`src/rtl/data_mem_responder.sv`:
```
// Multi-cycle doubleword data memory: services ld/sd requests after WAIT_CYCLES wait states
// and signals completion with a one-cycle mem_ready pulse, qualified by mem_err.
module data_mem_responder #(
   parameter int unsigned ADDR_BITS   = 5,
   parameter int unsigned WAIT_CYCLES = 2
) (
   input  logic        clk,
   input  logic        rst,
   input  logic        mem_read,
   input  logic        mem_write,
   input  logic [63:0] addr,
   input  logic [63:0] write_data,
   output logic [63:0] read_data,
   output logic        mem_ready,
   output logic        mem_err
);

   localparam int unsigned Words   = 1 << ADDR_BITS;
   localparam logic [3:0]  LastCnt = (WAIT_CYCLES == 0) ? 4'd0 : 4'(WAIT_CYCLES - 1);

   typedef enum logic [1:0] {StIdle, StBusy, StDone} state_e;

   state_e               state_q, state_d;
   logic [3:0]           cnt_q, cnt_d;
   logic [ADDR_BITS-1:0] idx_q;
   logic [63:0]          wdata_q;
   logic                 write_q, err_q;
   logic [63:0]          rdata_q, rdata_d;
   logic [63:0]          mem [Words];

   logic                 accept, enter_done;
   logic [ADDR_BITS-1:0] cur_idx;
   logic [63:0]          cur_wdata;
   logic                 cur_write, cur_err;

   // Upper address bits only select aliases of the same word.
   logic unused_addr;
   assign unused_addr = ^addr[63:ADDR_BITS+3];

   always_comb begin
      accept = (state_q == StIdle) && (mem_read || mem_write);
      // With zero wait states DONE is entered on the accepting edge, so use the live request.
      cur_idx   = accept ? addr[ADDR_BITS+2:3] : idx_q;
      cur_wdata = accept ? write_data : wdata_q;
      cur_write = accept ? mem_write : write_q;
      cur_err   = accept ? ((addr[2:0] != 3'b000) || (mem_read && mem_write)) : err_q;

      state_d = state_q;
      cnt_d   = cnt_q;
      unique case (state_q)
         StIdle: begin
            if (accept) begin
               cnt_d   = 4'd0;
               state_d = (WAIT_CYCLES == 0) ? StDone : StBusy;
            end
         end
         StBusy: begin
            cnt_d = cnt_q + 4'd1;
            if (cnt_q == LastCnt) state_d = StDone;
         end
         StDone:  state_d = StIdle;
         default: state_d = StIdle;
      endcase

      enter_done = (state_d == StDone) && (state_q != StDone);
      rdata_d    = (enter_done && !cur_write && !cur_err) ? mem[cur_idx] : 64'd0;
   end

   always_ff @(posedge clk or posedge rst) begin
      if (rst) begin
         state_q <= StIdle;
         cnt_q   <= 4'd0;
         idx_q   <= '0;
         wdata_q <= 64'd0;
         write_q <= 1'b0;
         err_q   <= 1'b0;
         rdata_q <= 64'd0;
      end else begin
         state_q <= state_d;
         cnt_q   <= cnt_d;
         rdata_q <= rdata_d;
         if (accept) begin
            idx_q   <= cur_idx;
            wdata_q <= cur_wdata;
            write_q <= cur_write;
            err_q   <= cur_err;
         end
      end
   end

   always_ff @(posedge clk) begin
      if (!rst && enter_done && cur_write && !cur_err) mem[cur_idx] <= cur_wdata;
   end

   assign mem_ready = (state_q == StDone);
   assign mem_err   = mem_ready & err_q;
   assign read_data = rdata_q;

endmodule

```
`config.mk`:
```
export PLATFORM = sky130hd
export DESIGN_NAME = data_mem_responder
export DESIGN_NICKNAME = d
export VERILOG_FILES = /design/src/rtl/data_mem_responder.sv
export SDC_FILE = /design/constraint.sdc
export NUM_CORES = 2
export LEC_CHECK = 0
export ABC_AREA = 1
export CAP_MARGIN = 20
export CORE_MARGIN = 1.5
export CORE_UTILIZATION = 43
export CTS_CLUSTER_SIZE = 10
export DETAILED_ROUTE_END_ITERATION = 7
export GPL_ROUTABILITY_DRIVEN = 0
export PLACE_DENSITY = 0.72
export SKIP_LAST_GASP = 1
export SLEW_MARGIN = 40
export SYNTH_ARGS = -nofsm -noshare
export SYNTH_HDL_FRONTEND = slang
export SYNTH_SLANG_ARGS = --single-unit
export TNS_END_PERCENT = 50
```
`constraint.sdc`:
```
create_clock -name clk -period 4.8 [get_ports clk]
set_input_delay 0.96 -clock clk [delete_from_list [all_inputs] [get_ports clk]]
set_output_delay 0.96 -clock clk [all_outputs]
set_load 0.01 [all_outputs]
```
# Word-level counts from Yosys, hierarchy flattened
# Memories as Yosys holds them, arrays and structs flattened.
# Index checks and enable logic that the tools add are counted.
[totals] mem_bits_ro=0 in_bits=132 reg_bits=141 mem_count=1 latch_bits=0 mem_bits_rw=2048 out_inout_bits=66
[memory_table] name="mem" words=32 word_bits=64 rd=1 rd_ports_with_merged_regs=0 wr=1 line_no="29" rtl="logic [63:0] mem [Words];"
[classes] addsub=1 n_mux=12 reduce_logical=17 div_mod_pow=0 n_lt_le_gt_ge=0 n_eq_ne=6 shifts=0 n_bitwise=1 n_mul=0
[ops] cell="$mux 64" n=2
[ops] cell="$logic_and 1x1->1" n=8
[ops] cell="$pmux 4 s2" n=1
[ops] cell="$mux 5" n=1
[ops] cell="$add 4x1->4 const B" n=1
[ops] cell="$eq 2x2->1 const B" n=2
[ops] cell="$eq 4x1->1 const B" n=1
[ops] cell="$mux 1" n=4
[ops] cell="$mux 2" n=2
[ops] cell="$mux 4" n=1
[ops] cell="$ne 2x2->1 const B" n=2
[ops] cell="$pmux 2 s2" n=1
[ops] cell="$logic_not 1->1" n=3
[ops] cell="$reduce_bool 3->1" n=1
[ops] cell="$eq 2x1->1 const B" n=1
[ops] cell="$logic_not 2->1" n=1
[ops] cell="$logic_or 1x1->1" n=2
[ops] cell="$reduce_and 2->1" n=1
[ops] cell="$reduce_bool 2->1" n=1
[ops] cell="$and 1x1->1" n=1

# Depth between registers and ports, before layout
[logic_depth] ltp_word=11 depth_mapped=17

# Worst setup path after synthesis
# Ideal clock, no wire load.
[synth_path] path_type="input port to flip-flop" from="input port rst" to="memory mem[0][0] (enable)" arrival_time_ns=7.197 path_slack_ns=-2.884 setup_ns=0.487 path_stages=5 cell_sequence="inv_1 -> nand2_1 -> nor2_1 -> nand2_1 -> nor2_1"
[synth_via] elab_chain_len=6
[synth_lines] item="start: declaration" line_no="8" rtl="input logic rst,"
[synth_lines] item="$logic_not 1->1" line_no="92" rtl="if (!rst && enter_done && cur_write && !cur_err) mem[cur_idx] <= cur_wdata;"
[synth_lines] item="$logic_and 1x1->1 (3 in a row)" line_no="92"
[synth_lines] item="$mux 1" line_no="92"
[synth_lines] item="$mux 1 (not written as such)" line_no="92"
[synth_lines] item="end: declaration" line_no="29"
# Every way passes these cells.

# Worst setup path after layout
[layout_path] from="input port mem_write" to="register rdata_q[34] (netlist: read_data[34])"
[layout_via] elab_chain_len=9 elab_cells_between_ends=17
[layout_lines] item="start: declaration" line_no="10" rtl="input logic mem_write,"
[layout_lines] item="parallel branches: the longest is 8 deep, another holds $mem_v2 32x64"
[layout_lines] item="$mux 64 *" line_no="66" rtl="rdata_d = (enter_done && !cur_write && !cur_err) ? mem[cur_idx] : 64'd0;"
[layout_lines] item="net rdata_d[34]" line_no="28" rtl="logic [63:0] rdata_q, rdata_d;"
[layout_lines] item="end signal: assignment" line_no="81" rtl="rdata_q <= rdata_d;"
[layout_lines] item="end: declaration" line_no="28"
# Mark *: on every way through the listed nets, which the timed path passes.
# A chain may end at the register's enable or synchronous reset.

==> flow_metrics.tcl <==
set metrics [dict create \
    status "finished clean" \
    postSynthRegisterBits 2189 \
    path_max_fanout 65 \
    wl_per_cell_um 21.0 \
    clk_pin_slew_ns 0.05 \
    die_area_um2 216000 \
    yosysWarningCount 0 \
    holdWs_ns 0.469 \
    worst_pin_slew_ns 0.932 \
    ys_seq_area_share_pct 71.0 \
    io_buffers 141 \
    rows 169 \
    antenna_violating_nets_post_route 0 \
    fin_crit_ns 3.88 \
    dp_cells 11500 \
    finalSetupViolCount 0 \
    synthTopCellsByCount "nand2_1 (3292), edfxtp_1 (2048), inv_1 (1102)" \
    viasPerCell 5.17 \
    via_count 61800 \
    slew_violations 0 \
    wirelength_um 250000 \
    drt_iter0_drc 7788 \
    cts.htree.levels 4 \
    synth_cell_types 27 \
    clock_skew_ns 0.0536 \
    crit_required_ns 5.50 \
    fmax_mhz 258 \
    synthCells 8709 \
    fp.dieH_um 465 \
    synth_area_leaders "edfxtp_1 (67%), nand2_1 (13%), inv_1 (4.5%), dfrtp_1 (3.9%), nor2_1 (2.9%)" \
    clockRootBuffer "clkbuf_16" \
    syn_area_um2 91600 \
    cts_setup_buffers 0 \
    instances_no_fill 11900 \
    synth.most_common_cell "nand2_1" \
    hp-class "flop to flop" \
    die_width_um 465 \
    drc_errors 0 \
    grt_pass1_vias 59500 \
    hold_depth 1 \
    end_kind "flop" \
    antenna_found_initial 8 \
    final_util_pct 49.5 \
    maxSlewHeadroom_pct 37.9 \
    dp_hpwl_um 127000 \
    clk_latency_ns 0.89 \
    initial_core_util_pct 43.2 \
    fill_cells 18100 \
    rsz0062_at_grt "false" \
    async_flop_share_pct 6.44 \
    worstSetupStartpointType "input pin" \
    hold_viol 0 \
    fin_nets 9059 \
    grt_max_degree 139 \
    syn_to_final_growth_pct 14.5 \
    core_area_um2 212000 \
    holdBufCountCts 0 \
    arrival_ns 4.58 \
    ir_worst_vdd_mv 0.900 \
    p_leak_nw 43.8 \
    tritoncts "built" \
    cts_buffer_depth 3 \
    dr.pass1.iters 8 \
    grt_overflow_total 0 \
    io_pins 198 \
    drv_cap 0 \
    drive_gt1_share_pct 8.88 \
    grt_pass1_wl_um 370000 \
    synth_flop_cell "edfxtp_1" \
    ctsResizeCount 0 \
    yosys.area.top_type "edfxtp_1" \
    period_share_pct 80.9 \
    path_class "input pin to flop" \
    reg2reg_depth 14 \
    syn_area_per_cell_um2 10.5 \
    synth-edff-count 2048 \
    syn-num-nets 8843 \
    yosysTopAreaCellShare_pct 67.1 \
    track_usage_pct 22.9 \
    power_density_nw_per_um2 607 \
    cts_buffers 238 \
    cts_sinks 2189 \
]
[metal layers]
| layer | part of all wire [%] | up-vias | global-route usage, % | wire length [um] |
|---|---|---|---|---|
| li1 | - | 28100 | - | - |
| met1 | 39 | 29800 | 30.6 | 97400 |
| met2 | 47 | 3283 | 36.9 | 117000 |
| met3 | 11 | 516 | 4.60 | 27100 |
| met4 | 3.6 | 0 | 8.72 | 9050 |
| met5 | 0 | - | 0 | 0 |
[worst max-delay path, cell delays in order]
cell and delay (ns):
clkdlybuf4s50_1 0.41, inv_2 0.07, nand2_1 0.12, nand2_4 0.50
nand2_2 0.31, nand2_4 0.35, buf_12 0.35, buf_4 0.40
o21ai_0 0.15, nand2_1 0.08, nand2_1 0.05, nand2_1 0.05
nand2_1 0.07, nor2_1 0.09, nand2_1 0.05, nor2_1 0.46
[logic make-up after synthesis]
logic type	Yosys count	share of synthesized area, %
simple gates	4664	20.5
flops	2189	71.0
fa+ha+maj	2	0.0273
compound gates	368	2.03
buf+inv	1486	6.44
[where the power goes]
group | internal, mW | switching [mW]
sequential | 24.7 | 0.127
combinational | 5.63 | 16.8
clock | 9.31 | 7.26
total | 39.6 | 24.1
[through the flow]
| step | TNS [ns] | instance area, um2 | total power, mW | worst slack (ns) |
|---|---|---|---|---|
| finish | 0 | 105000 | 63.7 | 0.917 |
| global route | 0 | 105000 | 66.8 | 0.876 |
| CTS | 0 | 105000 | 63.6 | 1.11 |
| detailed placement | 0 | 97900 | 47.1 | 0.182 |
| global placement | 0 | 97900 | 46.5 | 0.274 |
| floorplan | -799.89 | 91700 | 39.4 | -0.391 |
[layout by cell type (no fill, tap or decap), types with 44 or more instances in the layout]
cell type,instances
a21oi_1,79
buf_12,89
buf_4,119
clkbuf_1,176
clkbuf_16,239
clkdlybuf4s50_1,141
dfrtp_1,141
edfxtp_1,2048
inv_1,1098
nand2_1,3276
nand3_1,304
nor2_1,666
o21ai_0,282
or2_0,44
or2_2,266
[worst paths after layout]
path                                           end            startpoint  slack, ns
max                        read_data[34]$_DFF_PP0_             mem_write       0.92
min                           cnt_q[3]$_DFFE_PP0P_  cnt_q[3]$_DFFE_PP0P_       0.47
max reg2reg                read_data[34]$_DFF_PP0_  state_q[0]$_DFF_PP0_       1.17
min reg2reg                   cnt_q[3]$_DFFE_PP0P_  cnt_q[3]$_DFFE_PP0P_       0.47
max in group asynchronous  wdata_q[28]$_DFFE_PP0P_                   rst       2.98
min in group asynchronous  read_data[47]$_DFF_PP0_                   rst       0.68
[final cells by class]
type	instances	area, um2	area share [%]
sequential	2189	65000	62.0
multi-input combinational	5034	21100	20.1
clock buffer	415	6640	6.33
inverter	1111	4180	3.99
timing repair buffer	351	4110	3.92
tap	2821	3530	3.36
clock inverter	19	345	0.329
antenna	2	5.00	0.00477
[flip-flops by register name (all words and copies together), names as in the netlist]
| name | count |
|---|---|
| cnt_q | 4 |
| err_q | 1 |
| idx_q | 5 |
| mem | 2048 |
| read_data | 64 |
| state_q | 2 |
| wdata_q | 64 |
| write_q | 1 |
(Power assumes the default switching activity.)
